### config.mk
export PLATFORM = sky130hd
export DESIGN_NAME = if_fetch_ctrl_flat
export DESIGN_NICKNAME = d
export VERILOG_FILES = /design/src/rtl/if_fetch_ctrl_pkg.sv /design/src/rtl/if_fetch_ctrl_if.sv /design/src/rtl/if_fetch_ctrl_pc_next.sv /design/src/rtl/if_fetch_ctrl.sv /design/src/flat_wrapper.sv
export SDC_FILE = /design/constraint.sdc
export NUM_CORES = 1
export LEC_CHECK = 0
export BUFFER_PORTS_ARGS = -buffer_cell sky130_fd_sc_hd__buf_2
export CAP_MARGIN = 15
export CELL_PAD_IN_SITES_DETAIL_PLACEMENT = 0
export CELL_PAD_IN_SITES_GLOBAL_PLACEMENT = 1
export CORE_ASPECT_RATIO = 0.9
export CORE_UTILIZATION = 25
export CTS_CLUSTER_SIZE = 10
export DETAILED_ROUTE_END_ITERATION = 16
export GPL_TIMING_DRIVEN = 0
export HOLD_SLACK_MARGIN = 0.15
export MAX_ROUTING_LAYER = met4
export PLACE_DENSITY_LB_ADDON = 0.1
export SLEW_MARGIN = 30
export SYNTH_ARGS = -nofsm -noshare
export SYNTH_HDL_FRONTEND = slang
export SYNTH_SLANG_ARGS = --single-unit
### constraint.sdc
create_clock -name clk -period 3.3 [get_ports clk]
set_input_delay 0.165 -clock clk [delete_from_list [all_inputs] [get_ports clk]]
set_output_delay 0.165 -clock clk [all_outputs]
set_load 0.05 [all_outputs]
### src/rtl/if_fetch_ctrl_pkg.sv
// Shared fetch-stage types and constants.
// Build option: FETCH_BOUNDS_CHECK_EN enables the fetch range check.
package mips_pipe_pkg;

    localparam logic [31:0] HALT_WORD = 32'hFFFF_FFFF;
    localparam logic [31:0] NOP_WORD  = 32'h0000_0000;

    typedef enum logic {
        RUN    = 1'b0,
        HALTED = 1'b1
    } fetch_state_t;

endpackage

### src/rtl/if_fetch_ctrl_if.sv
// Instruction-memory bus and IF/ID register bundle.
// Master is the fetch controller, slave is memory/decode.
interface if_fetch_ctrl_if;

    logic [31:0] imem_addr;
    logic [31:0] imem_instr;
    logic        ifid_valid;
    logic [31:0] ifid_instr;
    logic [31:0] ifid_pc_plus4;

    modport master (
        output imem_addr,
        input  imem_instr,
        output ifid_valid,
        output ifid_instr,
        output ifid_pc_plus4
    );

    modport slave (
        input  imem_addr,
        output imem_instr,
        input  ifid_valid,
        input  ifid_instr,
        input  ifid_pc_plus4
    );

endinterface

### src/rtl/if_fetch_ctrl_pc_next.sv
// Next-PC mux and IF/ID load/flush decision for the fetch stage.
// Range check active only with FETCH_BOUNDS_CHECK_EN defined.
module fetch_pc_next
    import mips_pipe_pkg::*;
#(
    parameter int MEM_BYTES = 52
) (
    input  fetch_state_t state,
    input  logic         stall,
    input  logic         redirect_valid,
    input  logic [31:0]  redirect_pc,
    input  logic [31:0]  pc,
    input  logic [31:0]  imem_instr,
    output logic [31:0]  next_pc,
    output logic         ifid_load,
    output logic         ifid_flush,
    output logic         halt_req,
    output logic         fault_req
);

`ifdef FETCH_BOUNDS_CHECK_EN
    localparam bit CHK = 1'b1;
`else
    localparam bit CHK = 1'b0;
`endif

    localparam logic [31:0] LAST = 32'(MEM_BYTES - 4);

    logic oob;
    assign oob = CHK && (pc > LAST);

    // Priority: halted, redirect, stall, range fault, halt word, advance.
    always_comb begin
        next_pc    = pc;
        ifid_load  = 1'b0;
        ifid_flush = 1'b0;
        halt_req   = 1'b0;
        fault_req  = 1'b0;
        if (state == HALTED) begin
            next_pc = pc;
        end else if (redirect_valid) begin
            next_pc    = {redirect_pc[31:2], 2'b00};
            ifid_flush = 1'b1;
        end else if (stall) begin
            next_pc = pc;
        end else if (oob) begin
            halt_req   = 1'b1;
            fault_req  = 1'b1;
            ifid_flush = 1'b1;
        end else if (imem_instr == HALT_WORD) begin
            halt_req   = 1'b1;
            ifid_flush = 1'b1;
        end else begin
            next_pc   = pc + 32'd4;
            ifid_load = 1'b1;
        end
    end

endmodule

### src/rtl/if_fetch_ctrl.sv
// Fetch controller: PC, IF/ID register, halt state, delivered count.
// Build option: FETCH_BOUNDS_CHECK_EN raises fault on out-of-range fetch.
module if_fetch_ctrl
    import mips_pipe_pkg::*;
#(
    parameter logic [31:0] RESET_PC  = 32'h0000_0000,
    parameter int          MEM_BYTES = 52,
    parameter int          CNT_W     = 16
) (
    input  logic             clk,
    input  logic             reset_n,
    input  logic             stall,
    input  logic             redirect_valid,
    input  logic [31:0]      redirect_pc,
    if_fetch_ctrl_if.master  bus,
    output logic             halted,
    output logic             fault,
    output logic [CNT_W-1:0] instr_count
);

    fetch_state_t     state_q;
    fetch_state_t     state_d;
    logic [31:0]      pc_q;
    logic             vld_q;
    logic [31:0]      instr_q;
    logic [31:0]      pp4_q;
    logic [CNT_W-1:0] cnt_q;
    logic             fault_q;

    logic [31:0]      next_pc;
    logic             ifid_load;
    logic             ifid_flush;
    logic             halt_req;
    logic             fault_req;

    fetch_pc_next #(
        .MEM_BYTES (MEM_BYTES)
    ) u_pc_next (
        .state          (state_q),
        .stall          (stall),
        .redirect_valid (redirect_valid),
        .redirect_pc    (redirect_pc),
        .pc             (pc_q),
        .imem_instr     (bus.imem_instr),
        .next_pc        (next_pc),
        .ifid_load      (ifid_load),
        .ifid_flush     (ifid_flush),
        .halt_req       (halt_req),
        .fault_req      (fault_req)
    );

    // Next state: RUN moves to HALTED on halt word or fault.
    always_comb begin
        state_d = state_q;
        if (halt_req) begin
            state_d = HALTED;
        end
    end

    // State register.
    always_ff @(posedge clk or negedge reset_n) begin
        if (!reset_n) begin
            state_q <= RUN;
        end else begin
            state_q <= state_d;
        end
    end

    // PC, IF/ID register, saturating counter and sticky fault.
    always_ff @(posedge clk or negedge reset_n) begin
        if (!reset_n) begin
            pc_q    <= RESET_PC;
            vld_q   <= 1'b0;
            instr_q <= NOP_WORD;
            pp4_q   <= 32'h0;
            cnt_q   <= '0;
            fault_q <= 1'b0;
        end else begin
            pc_q <= next_pc;
            if (ifid_flush) begin
                vld_q   <= 1'b0;
                instr_q <= NOP_WORD;
            end else if (ifid_load) begin
                vld_q   <= 1'b1;
                instr_q <= bus.imem_instr;
                pp4_q   <= pc_q + 32'd4;
            end
            if (ifid_load && (cnt_q != '1)) begin
                cnt_q <= cnt_q + 1'b1;
            end
            if (fault_req) begin
                fault_q <= 1'b1;
            end
        end
    end

    assign bus.imem_addr     = pc_q;
    assign bus.ifid_valid    = vld_q;
    assign bus.ifid_instr    = instr_q;
    assign bus.ifid_pc_plus4 = pp4_q;
    assign halted            = (state_q == HALTED);
    assign fault             = fault_q;
    assign instr_count       = cnt_q;

endmodule

### src/flat_wrapper.sv
// flat-port wrapper written by rule: the top's interface ports become plain ports
module if_fetch_ctrl_flat import mips_pipe_pkg::*;
#(
    parameter logic [31:0] RESET_PC  = 32'h0000_0000,
    parameter int          MEM_BYTES = 52,
    parameter int          CNT_W     = 16
)
  (clk, reset_n, stall, redirect_valid, redirect_pc, halted, fault, instr_count, bus_imem_addr, bus_imem_instr, bus_ifid_valid, bus_ifid_instr, bus_ifid_pc_plus4);
  if_fetch_ctrl_if bus_i ();
  input  logic clk;
  input  logic reset_n;
  input  logic stall;
  input  logic redirect_valid;
  input  logic [31:0] redirect_pc;
  output logic halted;
  output logic fault;
  output logic [CNT_W-1:0] instr_count;
  output wire logic [$bits(bus_i.imem_addr)-1:0] bus_imem_addr;
  input wire logic [$bits(bus_i.imem_instr)-1:0] bus_imem_instr;
  output wire logic [$bits(bus_i.ifid_valid)-1:0] bus_ifid_valid;
  output wire logic [$bits(bus_i.ifid_instr)-1:0] bus_ifid_instr;
  output wire logic [$bits(bus_i.ifid_pc_plus4)-1:0] bus_ifid_pc_plus4;
  assign bus_imem_addr = bus_i.imem_addr;
  assign bus_i.imem_instr = bus_imem_instr;
  assign bus_ifid_valid = bus_i.ifid_valid;
  assign bus_ifid_instr = bus_i.ifid_instr;
  assign bus_ifid_pc_plus4 = bus_i.ifid_pc_plus4;
  if_fetch_ctrl #(.RESET_PC(RESET_PC), .MEM_BYTES(MEM_BYTES), .CNT_W(CNT_W)) u_core (.clk(clk), .reset_n(reset_n), .stall(stall), .redirect_valid(redirect_valid), .redirect_pc(redirect_pc), .bus(bus_i), .halted(halted), .fault(fault), .instr_count(instr_count));
endmodule
==> metrics <==
status=complete, no violations; main combinational cell family by area after synthesis=simple AND/OR/NAND/NOR gates; Clk Latency, worst-skew pair=0.36 ns; dominant synthesized flop cell=dfrtp_1; fin crit period=2.723 ns; Post-synth EDFFs=0; synthesis-stage register bit count=110; Wirelength per Cell=17.97 um; Synth Instances=596; GRT Overall Usage=18.78%; post-synthesis xor/xnor area fraction=6.571%; Worst setup EP type=flop; Req. time, crit path=3.53 ns; CP Data Arrival Time=2.96 ns; Sequential Area=0.002753 mm2; post-DR vias/cell=4.782; P_leak=3.641 nW; DRC Markers=0; area growth from synthesis to layout=38.53%; starting density of the core=25.65%; # rows=51; die area=0.02299 mm2; ys async rst share=100.0%; TritonCTS buffer count=9; largest cells by area after synthesis=dfrtp_1, nand2_1, a21oi_1; Max stage delay on crit path=0.71 ns; max_cap viols=0; Root Buffer=clkbuf_16; Port Buffers=174; final setup vio count=0; top cell type's share of synthesized area=49.17%; crit path max-delay cell type=nor4_4; critical path launch point type=input pin; Crit path top cell by count=buf_2; Die Width=159.7 um; CTS clock-pin slew for the worst setup and hold paths=0.07 ns; count of different cell masters after synthesis=51; Die Y=144.0 um; area leader, netlist=dfrtp_1; TritonRoute pass-1 iters=5; Post-Synth Adder-Cell Area=0.4470%; synthesized area=0.005598 mm2; final antenna-violating net count=0; syn_area_per_cell=9.392 um2; H-tree levels=3; commonest non-fill, non-tap cell in the layout=buf_2; worst-path fanout max=10; Final WS setup=0.5772 ns; CTS tree=done; post-synthesis compound-gate area fraction=14.91%; Power Dens Cells=392.7 mW/mm2; HP Class=in -> reg; nets@finish=914; Sink Count=110; pins over their slew limit=0; routed wire length=20470 um; final period utilization=82.51%; Core Area=0.02182 mm2; vias in the first global route=5396; Hold Slack=0.1744 ns; First DRT Iteration DRCs=358; fill count=2322; setup TNS=0 ns; most frequent cells in the layout=buf_2, nand2_1, dfrtp_1; multi-input logic area=0.002629 mm2; Via Count=5447; initial antenna violation count=0; largest net degree at the start of global routing=63; CTS max path bufs=2; crit path kind=in -> reg; peak supply drop=0.0001509 V; Slew @ Worst Pin=0.8256 ns; gp weighted congestion=0.8360; multiplexer share of the synthesized area=0.5811%; Highest Clock Rate=367.3 MHz; synth warn=0; gr ovfl total=0; Setup Skew=0.006014 ns; Slew HR=44.96%; pre-CTS setup slack=0.7131 ns; fraction of layout cells with a size suffix above 1=27.24%; Antenna Cells=0; Cell Chain, Critical Path=dlygate4sd3_1, buf_2, nand4_1, nor4_4, a21oi_2, nor2_1, buf_2, o21ai_0; first-pass GRT wire length=31950 um; final hold viol count=0; RSZ-0062 raised after global routing=false; Final HPWL DP=14810 um; sequential fraction of the synthesis area=49.17%; I/O Pins=183; final core occ=35.53%; Post-Synth Simple-Gate Area=24.12%
==> cell type report <==
| type | count | share of cell area, % |
|---|---|---|
| plain buffers | 41 | 2.694 |
| clock buffers | 10 | 3.082 |
| flip-flops and latches | 110 | 35.50 |
| repair buffers | 233 | 19.20 |
| inverters | 6 | 0.2904 |
| multi-input cells | 443 | 33.90 |
| clock inverters | 5 | 0.6454 |
| well taps | 291 | 4.695 |
==> per-stage QoR <==
step / instances / area (um2) / power, mW
global placement: 1065 / 6848 / 1.898
global route: 1139 / 7755 / 3.180
floorplan: 600 / 5613 / 1.734
CTS: 1139 / 7755 / 3.084
detailed placement: 1066 / 6885 / 1.905
finish: 1139 / 7755 / 3.046
==> layer usage <==
metal / vias up / GRT usage [%] / share of wire, %
li1: 2607 / - / -
met2: 158 / 28.13 / 45
met4: 0 / 5.466 / 1.2
met1: 2669 / 26.47 / 50
met3: 13 / 2.280 / 3.8
met5: - / - / 0
==> power by group <==
group	internal [mW]	total, mW	switching [mW]
Sequential	1.39	1.44	0.0453
Clock	0.601	1.12	0.516
Combinational	0.161	0.489	0.328
==> cells by family (layout without fill, tap and decap cells) <==
logic type / Yosys count / count (layout)
compound gates: 134 / 134
mux: 3 / 3
simple gates: 257 / 257
flops: 110 / 110
fa+ha+maj: 2 / 2
buf+inv: 47 / 295
other cells: 1 / 5
xor+xnor: 42 / 42
==> path summary, 6_finish.rpt <==
check | startpoint | to | slack [ns] | depth (start not counted)
worst max-delay path | bus_imem_instr[30] | u_core.bus.imem_addr[20] | 0.58 | 8
worst min-delay path | redirect_pc[21] | u_core.bus.imem_addr[21] | 0.17 | 3
worst max register to register | u_core.bus.imem_addr[2] | u_core.bus.imem_addr[22] | 0.68 | 6
worst min register to register | u_core.bus.ifid_pc_plus4[11] | u_core.bus.ifid_pc_plus4[11] | 0.47 | 2
max in group asynchronous | reset_n | u_core.bus.imem_addr[28] | 2.33 | 3
min in group asynchronous | reset_n | u_core.bus.ifid_pc_plus4[10] | 0.31 | 2
==> state kept, by name (all words and copies together), names as in the netlist <==
register and count:
u_core.bus.ifid_instr 32, u_core.bus.ifid_pc_plus4 30, u_core.bus.imem_addr 30, u_core.instr_count 16, u_core.bus.ifid_valid 1, u_core.halted 1
==> cells in the mapped netlist (13+ instances only) <==
cell        n
clkbuf_1   15
nand4_1    28
o211ai_1   13
o21ai_0    39
dfrtp_1   110
xnor2_1    22
nand3_1    23
nor2_1     17
a21oi_1    41
buf_2      17
xor2_1     20
nand2_1   128
==> repair_timing <==
item | CTS | global route
setup buffers | 0 | 0
hold endpoints to repair | 163 | 0
gates resized for setup | 0 | 0
hold buffers | 58 | 0
==> critical path: cells and delay by family <==
family	cells	cell delay, ns
and+or+nand+nor	3	1.32
buffers and inverters	3	1.00
AOI/OAI and AO/OA	2	0.47
(Power assumes the default switching activity.)
